**src/rtl/fp_encode_seq.sv**
```systemverilog
// Sequential linear-to-float encoder: two's-complement sample -> sign/exponent/significand, one normalising shift per cycle.
// Optional rounding (half-up, carry renormalise, saturate) enabled by defining FP_ENCODE_ROUND_EN.
module fp_encode_seq #(
    parameter int unsigned SIG_W = 4,
    parameter int unsigned EXP_W = 3,
    parameter int unsigned IN_W  = 12
) (
    input  logic             clk,
    input  logic             rst_n,
    input  logic             in_valid,
    output logic             in_ready,
    input  logic [IN_W-1:0]  din,
    output logic             out_valid,
    input  logic             out_ready,
    output logic             sign,
    output logic [EXP_W-1:0] exponent,
    output logic [SIG_W-1:0] significand,
    output logic             ovf
);
    localparam int unsigned EMAX  = (1 << EXP_W) - 1;
    localparam int unsigned MAG_W = IN_W - 1;

    if (IN_W != SIG_W + (1 << EXP_W)) begin : g_param_err
        $error("fp_encode_seq: IN_W must equal SIG_W + 2**EXP_W");
    end

    typedef enum logic [1:0] {IDLE, NORM, ROUND, OUT} state_t;

    state_t             state;
    logic [MAG_W-1:0]   mag;
    logic [EXP_W-1:0]   exp_q;
    logic               sign_q;
    logic               ovf_q;

    logic               min_neg;
    logic [MAG_W-1:0]   mag_in;
    logic [SIG_W-1:0]   window;
    logic               norm_done;

    // Magnitude of the incoming sample; the most-negative value has no positive twin, so clamp it.
    always_comb begin
        min_neg = din[IN_W-1] && (din[IN_W-2:0] == '0);
        mag_in  = din[IN_W-1] ? MAG_W'(~din[MAG_W-1:0]) + MAG_W'(1) : din[MAG_W-1:0];
        if (min_neg) begin
            mag_in = '1;
        end
    end

    assign window    = mag[MAG_W-1 -: SIG_W];
    assign norm_done = mag[MAG_W-1] || (exp_q == '0);

`ifdef FP_ENCODE_ROUND_EN
    logic rbit;
    assign rbit = mag[MAG_W-1-SIG_W];
`endif

    always_ff @(posedge clk) begin
        if (!rst_n) begin
            state       <= IDLE;
            in_ready    <= 1'b1;
            out_valid   <= 1'b0;
            sign        <= 1'b0;
            exponent    <= '0;
            significand <= '0;
            ovf         <= 1'b0;
            mag         <= '0;
            exp_q       <= '0;
            sign_q      <= 1'b0;
            ovf_q       <= 1'b0;
        end else begin
            case (state)
                IDLE: begin
                    if (in_valid && in_ready) begin
                        sign_q   <= din[IN_W-1];
                        mag      <= mag_in;
                        ovf_q    <= min_neg;
                        exp_q    <= EXP_W'(EMAX);
                        in_ready <= 1'b0;
                        state    <= NORM;
                    end
                end
                NORM: begin
                    if (!norm_done) begin
                        mag   <= {mag[MAG_W-2:0], 1'b0};
                        exp_q <= exp_q - EXP_W'(1);
                    end else begin
`ifdef FP_ENCODE_ROUND_EN
                        state <= ROUND;
`else
                        sign        <= sign_q;
                        exponent    <= exp_q;
                        significand <= window;
                        ovf         <= ovf_q;
                        out_valid   <= 1'b1;
                        state       <= OUT;
`endif
                    end
                end
`ifdef FP_ENCODE_ROUND_EN
                ROUND: begin
                    sign      <= sign_q;
                    out_valid <= 1'b1;
                    state     <= OUT;
                    if (!rbit) begin
                        significand <= window;
                        exponent    <= exp_q;
                        ovf         <= ovf_q;
                    end else if (window != '1) begin
                        significand <= window + SIG_W'(1);
                        exponent    <= exp_q;
                        ovf         <= ovf_q;
                    end else if (exp_q != EXP_W'(EMAX)) begin
                        // Round carried out of the window: renormalise to 1000.. and bump the exponent.
                        significand <= {1'b1, {(SIG_W-1){1'b0}}};
                        exponent    <= exp_q + EXP_W'(1);
                        ovf         <= ovf_q;
                    end else begin
                        significand <= '1;
                        exponent    <= exp_q;
                        ovf         <= 1'b1;
                    end
                end
`endif
                OUT: begin
                    if (out_ready) begin
                        out_valid <= 1'b0;
                        in_ready  <= 1'b1;
                        state     <= IDLE;
                    end
                end
                default: begin
                    state    <= IDLE;
                    in_ready <= 1'b1;
                end
            endcase
        end
    end
endmodule

```
**config.mk**
```make
export PLATFORM = sky130hd
export DESIGN_NAME = fp_encode_seq
export DESIGN_NICKNAME = d
export VERILOG_FILES = /design/src/rtl/fp_encode_seq.sv
export SDC_FILE = /design/constraint.sdc
export NUM_CORES = 1
export LEC_CHECK = 0
export ABC_CLOCK_PERIOD_IN_PS = 2020
export BUFFER_PORTS_ARGS = -buffer_cell sky130_fd_sc_hd__buf_2
export CAP_MARGIN = 20
export CORE_MARGIN = 4
export CORE_UTILIZATION = 31
export CTS_CLUSTER_SIZE = 20
export DETAILED_ROUTE_END_ITERATION = 6
export HOLD_SLACK_MARGIN = 0.15
export PLACE_DENSITY = 0.61
export SLEW_MARGIN = 0
export SYNTH_ARGS = -nofsm -noshare
export SYNTH_HDL_FRONTEND = slang
export SYNTH_SLANG_ARGS = --single-unit
```
**constraint.sdc**
```tcl
create_clock -name clk -period 2.02 [get_ports clk]
set_clock_uncertainty 0.05 [all_clocks]
set_input_delay 0 -clock clk [delete_from_list [all_inputs] [get_ports clk]]
set_output_delay 0 -clock clk [all_outputs]
set_load 0.01 [all_outputs]
```
==> results of run 1 <==
what timing repair did:
item	CTS	global route
hold buffers	18	0
hold endpoints to repair	17	0
setup endpoints to repair	0	8
resized for setup	0	3
setup buffers	0	1
worst max-delay path by stage:
stage | from | endpoint | cells after the start
4_1_cts | exp_q[0] | mag[9] | 8
5_1_grt | exp_q[0] | exp_q[1] | 8
6_report | exp_q[0] | exp_q[1] | 8
3_3_place_gp | exp_q[0] | mag[5] | 8
2_1_floorplan | exp_q[0] | exp_q[0] | 8
3_5_place_dp | exp_q[0] | mag[9] | 8
metrics by stage:
| step | power (mW) | cells | setup slack, ns | instance area [µm²] |
|---|---|---|---|---|
| floorplan | 1.06 | 159 | 0.162 | 1430 |
| global placement | 1.20 | 236 | 0.141 | 1630 |
| detailed placement | 1.20 | 236 | 0.121 | 1630 |
| CTS | 1.69 | 262 | 0.0984 | 1890 |
| global route | 1.79 | 263 | -0.0159 | 1900 |
| finish | 1.67 | 263 | 0.0788 | 1900 |
final cells by class:
class | count | area [µm²] | area share (%)
well taps | 52 | 65.1 | 3.43
multi-input cells | 115 | 779 | 41.1
flip-flops and latches | 29 | 583 | 30.7
clock buffers | 8 | 80.1 | 4.22
repair buffers | 50 | 355 | 18.7
inverters | 9 | 33.8 | 1.78
state kept, by name, summed over array words and instances, names as in the netlist:
signal / flops
out_valid: 1
significand: 4
state: 2
in_ready: 1
ovf_q: 1
sign: 1
sign_q: 1
exponent: 3
exp_q: 3
mag: 11
ovf: 1
cells in the mapped netlist (4+ instances only):
master / n / area share (%)
a211oi_1: 4 / 2.1
a21oi_1: 17 / 6.0
dfxtp_1: 29 / 41
inv_1: 9 / 2.4
mux2i_1: 9 / 6.3
nand2_1: 7 / 1.8
nand2b_1: 4 / 1.8
nor2_1: 21 / 5.5
o21ai_0: 8 / 2.8
o221ai_1: 8 / 4.9
xnor2_1: 6 / 3.7
report_power, final:
group          leakage [nW]  internal, mW  switching, mW
clock network        0.0395         0.244          0.200
registers             0.239         0.664         0.0673
logic                 0.482         0.248          0.250
cell families after synthesis:
group / count (synthesis) / share of synthesized area (%)
and+or+nand+nor: 48 / 18.6
adders and majority gates: 3 / 2.63
DFF: 29 / 40.7
AOI/OAI and AO/OA: 47 / 22.2
muxes: 9 / 6.32
buffers and inverters: 15 / 4.65
xor gates and xnor gates: 8 / 4.91
routing by layer:
layer	up-vias	wire, µm	GRT usage, %
met2	27	1530	19.7
li1	676	-	-
met5	-	0	0
met1	598	1490	15.6
met3	7	139	2.77
met4	0	87	7.57
==> results by group, run 1 <==
Die
  • Die area: 5750 µm²
  • Std-Cell Rows: 24
  • IO Count: 27
  • Core area: 4410 µm²
  • Starting Density: 32.3%
  • Die W: 75.8 µm
  • Die height: 75.8 µm

Detailed routing
  • Final WL: 3250 µm
  • Antenna Nets Post-Route: 0
  • Via-per-instance ratio: 4.97
  • Drt wl/cell: 12.4 µm
  • Via count: 1308
  • DRC Markers: 0
  • Initial DRT Pass Iterations: 4
  • Number of DRC markers in iteration 0: 59

Run status
  • Status: completed

STA
  • Final max-slew violation count: 0
  • Final Hold Viols: 0
  • Slew headroom: 66.1%
  • Post-route setup TNS: 0 ns
  • Final period utilization: 96.1%
  • Hold Slack: 0.402 ns
  • Worst-Margin Slew: 0.508 ns
  • Crit path time final: 1.94 ns
  • Final Setup Violations: 0
  • Peak Freq: 515 MHz

Worst setup path
  • Crit-path max FO: 5
  • Critical path's slowest cell: or3b_4
  • Most used cell, CP: ha_1
  • Top delay family on crit path: compound AO/OA/AOI/OAI gates
  • Critical R2R Capture: exp_q[1]
  • Data required time of the critical path: 2.14 ns
  • CP Buf/Inv Count: 2
  • Crit start category: flip-flop
  • CP peak stage delay: 0.38 ns
  • CP cell instances: inv_1, ha_1, ha_1, or3b_4, a21oi_4, buf_4, nor2_1, a211oi_1
  • R2R Setup Slk: 0.08 ns
  • Crit. End Element: flip-flop
  • Worst EP arrival: 2.06 ns
  • WS Path Type: flip-flop to flip-flop
  • R2R Path Start: exp_q[0]
  • FF-to-FF path depth: 8

Yosys
  • Synth Area per Inst: 8.97 µm²
  • Post-synth EDFFs: 0
  • Most used DFF post-synth: dfxtp_1
  • Mapped cell area: 1430 µm²
  • Asr flop ratio synth: 0%
  • Ys Warns: 0
  • #FFs+latches synth: 29
  • Seq/Total Area, Yosys: 40.7%
  • Synth cell types: 37
  • Post-Syn Instances: 159
  • Syn Nets: 178

Placed design
  • DPL Wire Length: 2330 µm
  • Number of port buffers: 26
  • GPL Wtd Cong: 0.755

Clocking
  • CTS Buf Count: 5
  • CTS root buffer: clkbuf_8
  • # clock sinks: 29
  • Max Root-Sink Buffers: 2
  • CTS tree: done
  • Total number of H-tree levels: 2
  • Clk slew on worst S/H paths: 0.05 ns
  • Worst skew pair latency: 0.27 ns

Layout
  • Finished Core Util: 43.0%
  • Layout cells sized above 1: 22.3%
  • Antenna Diode Count: 0
  • Nets: 229
  • Most frequent cells in the layout: dfxtp_1, buf_2, nor2_1, dlygate4sd3_1, a21oi_1
  • Area Growth Syn to Fin: 33.0%
  • Fill cells: 461
  • Commonest non-fill, non-tap cell in the layout: dfxtp_1

Global routing
  • All-layer global routing usage: 12.6%
  • First-pass GRT wire length: 5380 µm
  • Antenna violations before repair: 0
  • Pin count of the biggest net entering global routing: 17
  • Vias in the first global route: 1214
  • Remaining Overflow, GRT: 0

Flow run
  • Max Cap Violations: 0

Power and ir drop
  • P_leak: 0.760 nW
  • Worst vdd ir: 0.253 mV
  • Power per cell area: 882 nW/µm²

Hold path
  • Min-Delay Startpoint: exp_q[0]
  • HP Class: flip-flop to flip-flop
  • Hold path endpoint: exp_q[0]
  • Hold Path Cell Cnt: 1
No activity file was read; power rests on OpenSTA's default activity.
==> inputs of run 2 (changes only) <==
BUFFER_PORTS_ARGS = -buffer_cell sky130_fd_sc_hd__buf_4   (was -buffer_cell sky130_fd_sc_hd__buf_2)
CORE_UTILIZATION = 35   (was 31)
PLACE_DENSITY = 0.66   (was 0.61)
==> results by group, run 2 (synthesis gave the netlist of run 1 again) <==
STA
  • Final Hold Viols: 0
  • Post-route setup TNS: 0 ns
  • Final max-slew violation count: 0
  • Final Setup Violations: 0
  • Slew headroom: 61.9%
  • RSZ-0062 raised after global routing: false
  • Worst-Margin Slew: 0.571 ns
  • Crit path time final: 1.90 ns
  • Final period utilization: 93.9%
  • Setup ws final: 0.123 ns
  • Peak Freq: 527 MHz

Placed design
  • DPL Wire Length: 2360 µm
  • GPL Wtd Cong: 0.774
  • Number of port buffers: 26
  • Post-place setup slack: 0.0946 ns

Die
  • Die height: 71.8 µm
  • Die area: 5160 µm²
  • Starting Density: 37.5%
  • Die W: 71.8 µm
  • Std-Cell Rows: 22
  • Core area: 3800 µm²
  • IO Count: 27

Clocking
  • CTS tree: done
  • Total number of H-tree levels: 2
  • Worst skew pair latency: 0.28 ns
  • # clock sinks: 29
  • CTS Buf Count: 5
  • Clk slew on worst S/H paths: 0.06 ns
  • CTS root buffer: clkbuf_8
  • Max Root-Sink Buffers: 2

Detailed routing
  • Drt wl/cell: 13.2 µm
  • Number of DRC markers in iteration 0: 55
  • Via-per-instance ratio: 5.00
  • Via count: 1305
  • Antenna Nets Post-Route: 0
  • Final WL: 3450 µm
  • Initial DRT Pass Iterations: 4
  • DRC Markers: 0

Layout
  • Layout cells sized above 1: 25.4%
  • Top reg by flops: mag
  • Nets: 231
  • Top flop regs: mag (11), significand (4)
  • Max reg flops: 11
  • Most frequent cells in the layout: buf_4, dfxtp_1, nor2_1, dlygate4sd3_1, a21oi_1
  • Antenna Diode Count: 0
  • Finished Core Util: 52.8%
  • Area Growth Syn to Fin: 40.7%
  • Commonest non-fill, non-tap cell in the layout: buf_4

Power and ir drop
  • Clock network power share: 29.3%
  • Net Switching: 0.555 mW
  • Sequential share of power: 40.9%
  • P_leak: 0.800 nW
  • Combinational share of power: 29.8%
  • Sw frac: 30.8%
  • Worst vdd ir: 0.380 mV
  • Total power: 1.80 mW
  • Int Pwr: 1.25 mW
  • Power per cell area: 897 nW/µm²

Global routing
  • Pin count of the biggest net entering global routing: 17
  • Vias in the first global route: 1311
  • First-pass GRT wire length: 5960 µm
  • All-layer global routing usage: 14.7%
  • Antenna violations before repair: 0
  • Remaining Overflow, GRT: 0

Worst setup path
  • Data required time of the critical path: 2.17 ns
  • Critical path depth in cells: 8
  • Top delay family on crit path: simple AND/OR/NAND/NOR gates
  • Crit start category: flip-flop
  • CP Buf/Inv Count: 2
  • Crit-path max FO: 6
  • R2R Path Start: exp_q[1]
  • CP cell instances: inv_1, ha_1, ha_1, or3b_4, a21oi_4, buf_4, nor2_1, a211oi_2
  • FF-to-FF path depth: 8
  • WS Path Type: flip-flop to flip-flop
  • Critical Path End: exp_q[0]
  • Critical R2R Capture: exp_q[0]
  • Worst EP arrival: 2.04 ns
  • Crit. End Element: flip-flop
  • CP peak stage delay: 0.39 ns
  • R2R Setup Slk: 0.12 ns
  • Most used cell, CP: ha_1
  • Critical path's slowest cell: or3b_4
  • CP Launch Point: exp_q[1]

Run status
  • Status: completed

Hold path
  • Hold Path Cell Cnt: 2
  • HP Class: flip-flop to flip-flop

Flow run
  • Max Cap Violations: 0
==> run 2: area by class of cell <==
class,count,area (µm²)
fill,351,1790
inverter,9,33.8
multi-input combinational,115,788
clock inverter,1,5.00
sequential,29,584
tap,48,60.1
clock buffer,7,96.3
timing repair buffer,52,439
==> run 2: how the worst min path moves through the flow <==
| stage | startpoint | to | slack [ns] |
|---|---|---|---|
| floorplan | out_ready | state[1] | 0.05 |
| global placement | out_ready | state[1] | 0.15 |
| detailed placement | out_ready | state[1] | 0.15 |
| CTS | sign_q | sign_q | 0.41 |
| global route | sign_q | sign_q | 0.45 |
| finish | sign_q | sign_q | 0.42 |
==> run 2: what timing repair did <==
action	CTS	global route
buffers inserted	0	2
hold endpoints to repair	17	0
resized for setup	0	6
setup endpoints to repair	0	13
hold buffers	20	0
==> run 2: stage by stage <==
stage / std cells / instance area, µm² / hold WS, ns
3_3_place_gp: 231 / 1680 / 0.151
2_1_floorplan: 159 / 1430 / 0.0476
3_5_place_dp: 231 / 1680 / 0.151
4_1_cts: 259 / 1980 / 0.415
5_1_grt: 261 / 2010 / 0.447
6_report: 261 / 2010 / 0.420
==> run 2: power groups by stage <==
stage / sequential [mW] / clock, mW / combinational, mW
final: 0.736 / 0.527 / 0.537
after global routing: 0.752 / 0.571 / 0.602
after CTS: 0.736 / 0.536 / 0.515
after detailed placement: 0.749 / 0 / 0.473
after global placement: 0.746 / 0 / 0.467
after floorplan: 0.727 / 0 / 0.328
==> run 2: per-layer routing <==
metal / part of all wire, % / track usage (%)
met5: 0 / 0
met4: 1.5 / 5.01
met3: 5.0 / 5.19
met2: 47 / 22.9
met1: 47 / 18.7
==> run 2: worst reg2reg max path, cell delays in order (launching register included) <==
cell,delay (ns)
dfxtp_2,0.34
inv_1,0.05
ha_1,0.17
ha_1,0.19
or3b_4,0.39
a21oi_4,0.21
buf_4,0.15
nor2_1,0.05
a211oi_2,0.20
==> inputs of run 3 (changes only) <==
GPL_TIMING_DRIVEN = 0   (was not set)
==> results by group, run 3 (synthesis gave the netlist of run 1 again) <==
STA
  • Final period utilization: 97.1%
  • Slew headroom: 68.3%
  • Final Hold Viols: 0
  • Final Setup Violations: 0
  • Final max-slew violation count: 0
  • Worst-Margin Slew: 0.475 ns
  • Peak Freq: 510 MHz
  • Post-route setup TNS: 0 ns
  • Crit path time final: 1.96 ns

Clocking
  • CTS tree: done
  • Max Root-Sink Buffers: 2
  • # clock sinks: 29
  • Worst skew pair latency: 0.28 ns
  • Total number of H-tree levels: 2
  • Clk slew on worst S/H paths: 0.06 ns
  • CTS root buffer: clkbuf_8
  • CTS Buf Count: 5

Layout
  • Commonest non-fill, non-tap cell in the layout: buf_4
  • Fin area: 2020 µm²
  • Top flop regs: mag (11), significand (4)
  • Nets: 232
  • Top reg by flops: mag
  • Max reg flops: 11
  • Area Growth Syn to Fin: 41.9%
  • Layout cells sized above 1: 25.7%
  • Antenna Diode Count: 0
  • Finished Core Util: 53.3%
  • Most frequent cells in the layout: buf_4, dfxtp_1, nor2_1, dlygate4sd3_1, a21oi_1

Detailed routing
  • Final WL: 3460 µm
  • Antenna Nets Post-Route: 0
  • Via count: 1319
  • Initial DRT Pass Iterations: 6
  • Met3 routed WL: 181 µm
  • Via-per-instance ratio: 5.03
  • Drt wl/cell: 13.2 µm
  • Top Layer Used: met4
  • Met2 WL post-DR: 1640 µm
  • DRC Markers: 0
  • Number of DRC markers in iteration 0: 59
  • Met1 wire length: 1610 µm

Die
  • Die height: 71.8 µm
  • Die W: 71.8 µm
  • Core area: 3800 µm²
  • Starting Density: 37.5%
  • Die area: 5160 µm²
  • Std-Cell Rows: 22
  • IO Count: 27

Hold path
  • HP Class: flip-flop to flip-flop

Run status
  • Status: completed

Worst setup path
  • WS Path Type: input port to flip-flop
  • Crit. End Element: flip-flop
  • Crit start category: input port
  • CP Launch Point: din[5]
  • Critical Path End: mag[10]
  • Most used cell, CP: dlygate4sd3_1
  • CP peak stage delay: 0.58 ns
  • R2R Setup Slk: 0.14 ns
  • Data required time of the critical path: 2.19 ns
  • CP cell instances: dlygate4sd3_1, buf_4, nor4_4, nand4b_1, a31o_2, dlygate4sd3_1, a21oi_2
  • Critical R2R Capture: mag[10]
  • R2R Path Start: state[1]
  • FF-to-FF path depth: 6
  • Crit-path max FO: 4
  • Critical path's slowest cell: dlygate4sd3_1
  • Worst EP arrival: 2.13 ns

Global routing
  • Vias in the first global route: 1228
  • First-pass GRT wire length: 5720 µm
  • All-layer global routing usage: 14.2%
  • Pin count of the biggest net entering global routing: 11
  • Remaining Overflow, GRT: 0
  • Antenna violations before repair: 0

Power and ir drop
  • Total power: 1.79 mW
  • Worst vdd ir: 0.228 mV
  • Power per cell area: 883 nW/µm²
  • P_leak: 0.797 nW

Flow run
  • Max Cap Violations: 0

Placed design
  • DPL Wire Length: 2280 µm
  • Number of port buffers: 25
  • GPL Wtd Cong: 0.796
  • Post-DP Area: 1670 µm²
## run 3: cell types whose count changed in the layout (fill, tap and decap cells not counted), sizes merged
| cell | before | now |
|---|---|---|
| clkbuf | 7 | 10 |
| buf | 33 | 31 |
## run 3: layout make-up
type / instances / area, µm²
Timing Repair Buffer: 47 / 400
Sequential cell: 29 / 583
Inverter: 9 / 33.8
Fill cell: 365 / 1770
Multi-Input combinational cell: 115 / 813
Clock inverter: 1 / 5.00
Buffer: 6 / 32.5
Clock buffer: 7 / 96.3
Tap cell: 48 / 60.1
## run 3: through the flow
stage | setup slack (ns) | std cells | hold slack (ns)
2_1_floorplan | 0.162 | 159 | 0.0476
4_1_cts | 0.0166 | 260 | 0.409
3_5_place_dp | -0.0328 | 232 | 0.153
5_1_grt | -0.00564 | 262 | 0.429
6_report | 0.0585 | 262 | 0.405
3_3_place_gp | -0.00961 | 232 | 0.153
## run 3: where the power goes
part	internal (mW)	switching [mW]	total, mW
logic	0.272	0.277	0.549
clock network	0.307	0.207	0.514
registers	0.664	0.0597	0.724
## run 3: what timing repair did
action	in CTS	in global routing
hold buffers	19	0
resized for setup	2	8
cloned	0	1
setup buffers	1	1
endpoints found under the setup margin	8	10
hold endpoints to repair	20	0
pin swaps	1	3
## run 3: critical path: cells and delay by family
family,cells,cell delay [ns]
AND/OR/NAND/NOR,2,0.49
buffers and inverters,3,1.26
AO/OA/AOI/OAI,2,0.37
## run 3: how the worst min path moves through the flow
stage / start / to / slack (ns) / depth (start not counted)
after floorplan: out_ready / state[1] / 0.05 / 1
after global placement: out_ready / state[1] / 0.15 / 2
after detailed placement: out_ready / state[1] / 0.15 / 2
after CTS: sign_q / sign_q / 0.41 / 2
after global routing: sign_q / sign_q / 0.43 / 2
final: sign_q / sign_q / 0.40 / 2
## run 3: layer usage
metal / up-vias / global-route usage, %
li1: 677 / -
met1: 600 / 17.5
met2: 38 / 23.2
met3: 4 / 5.47
met4: 0 / 3.76
met5: - / 0
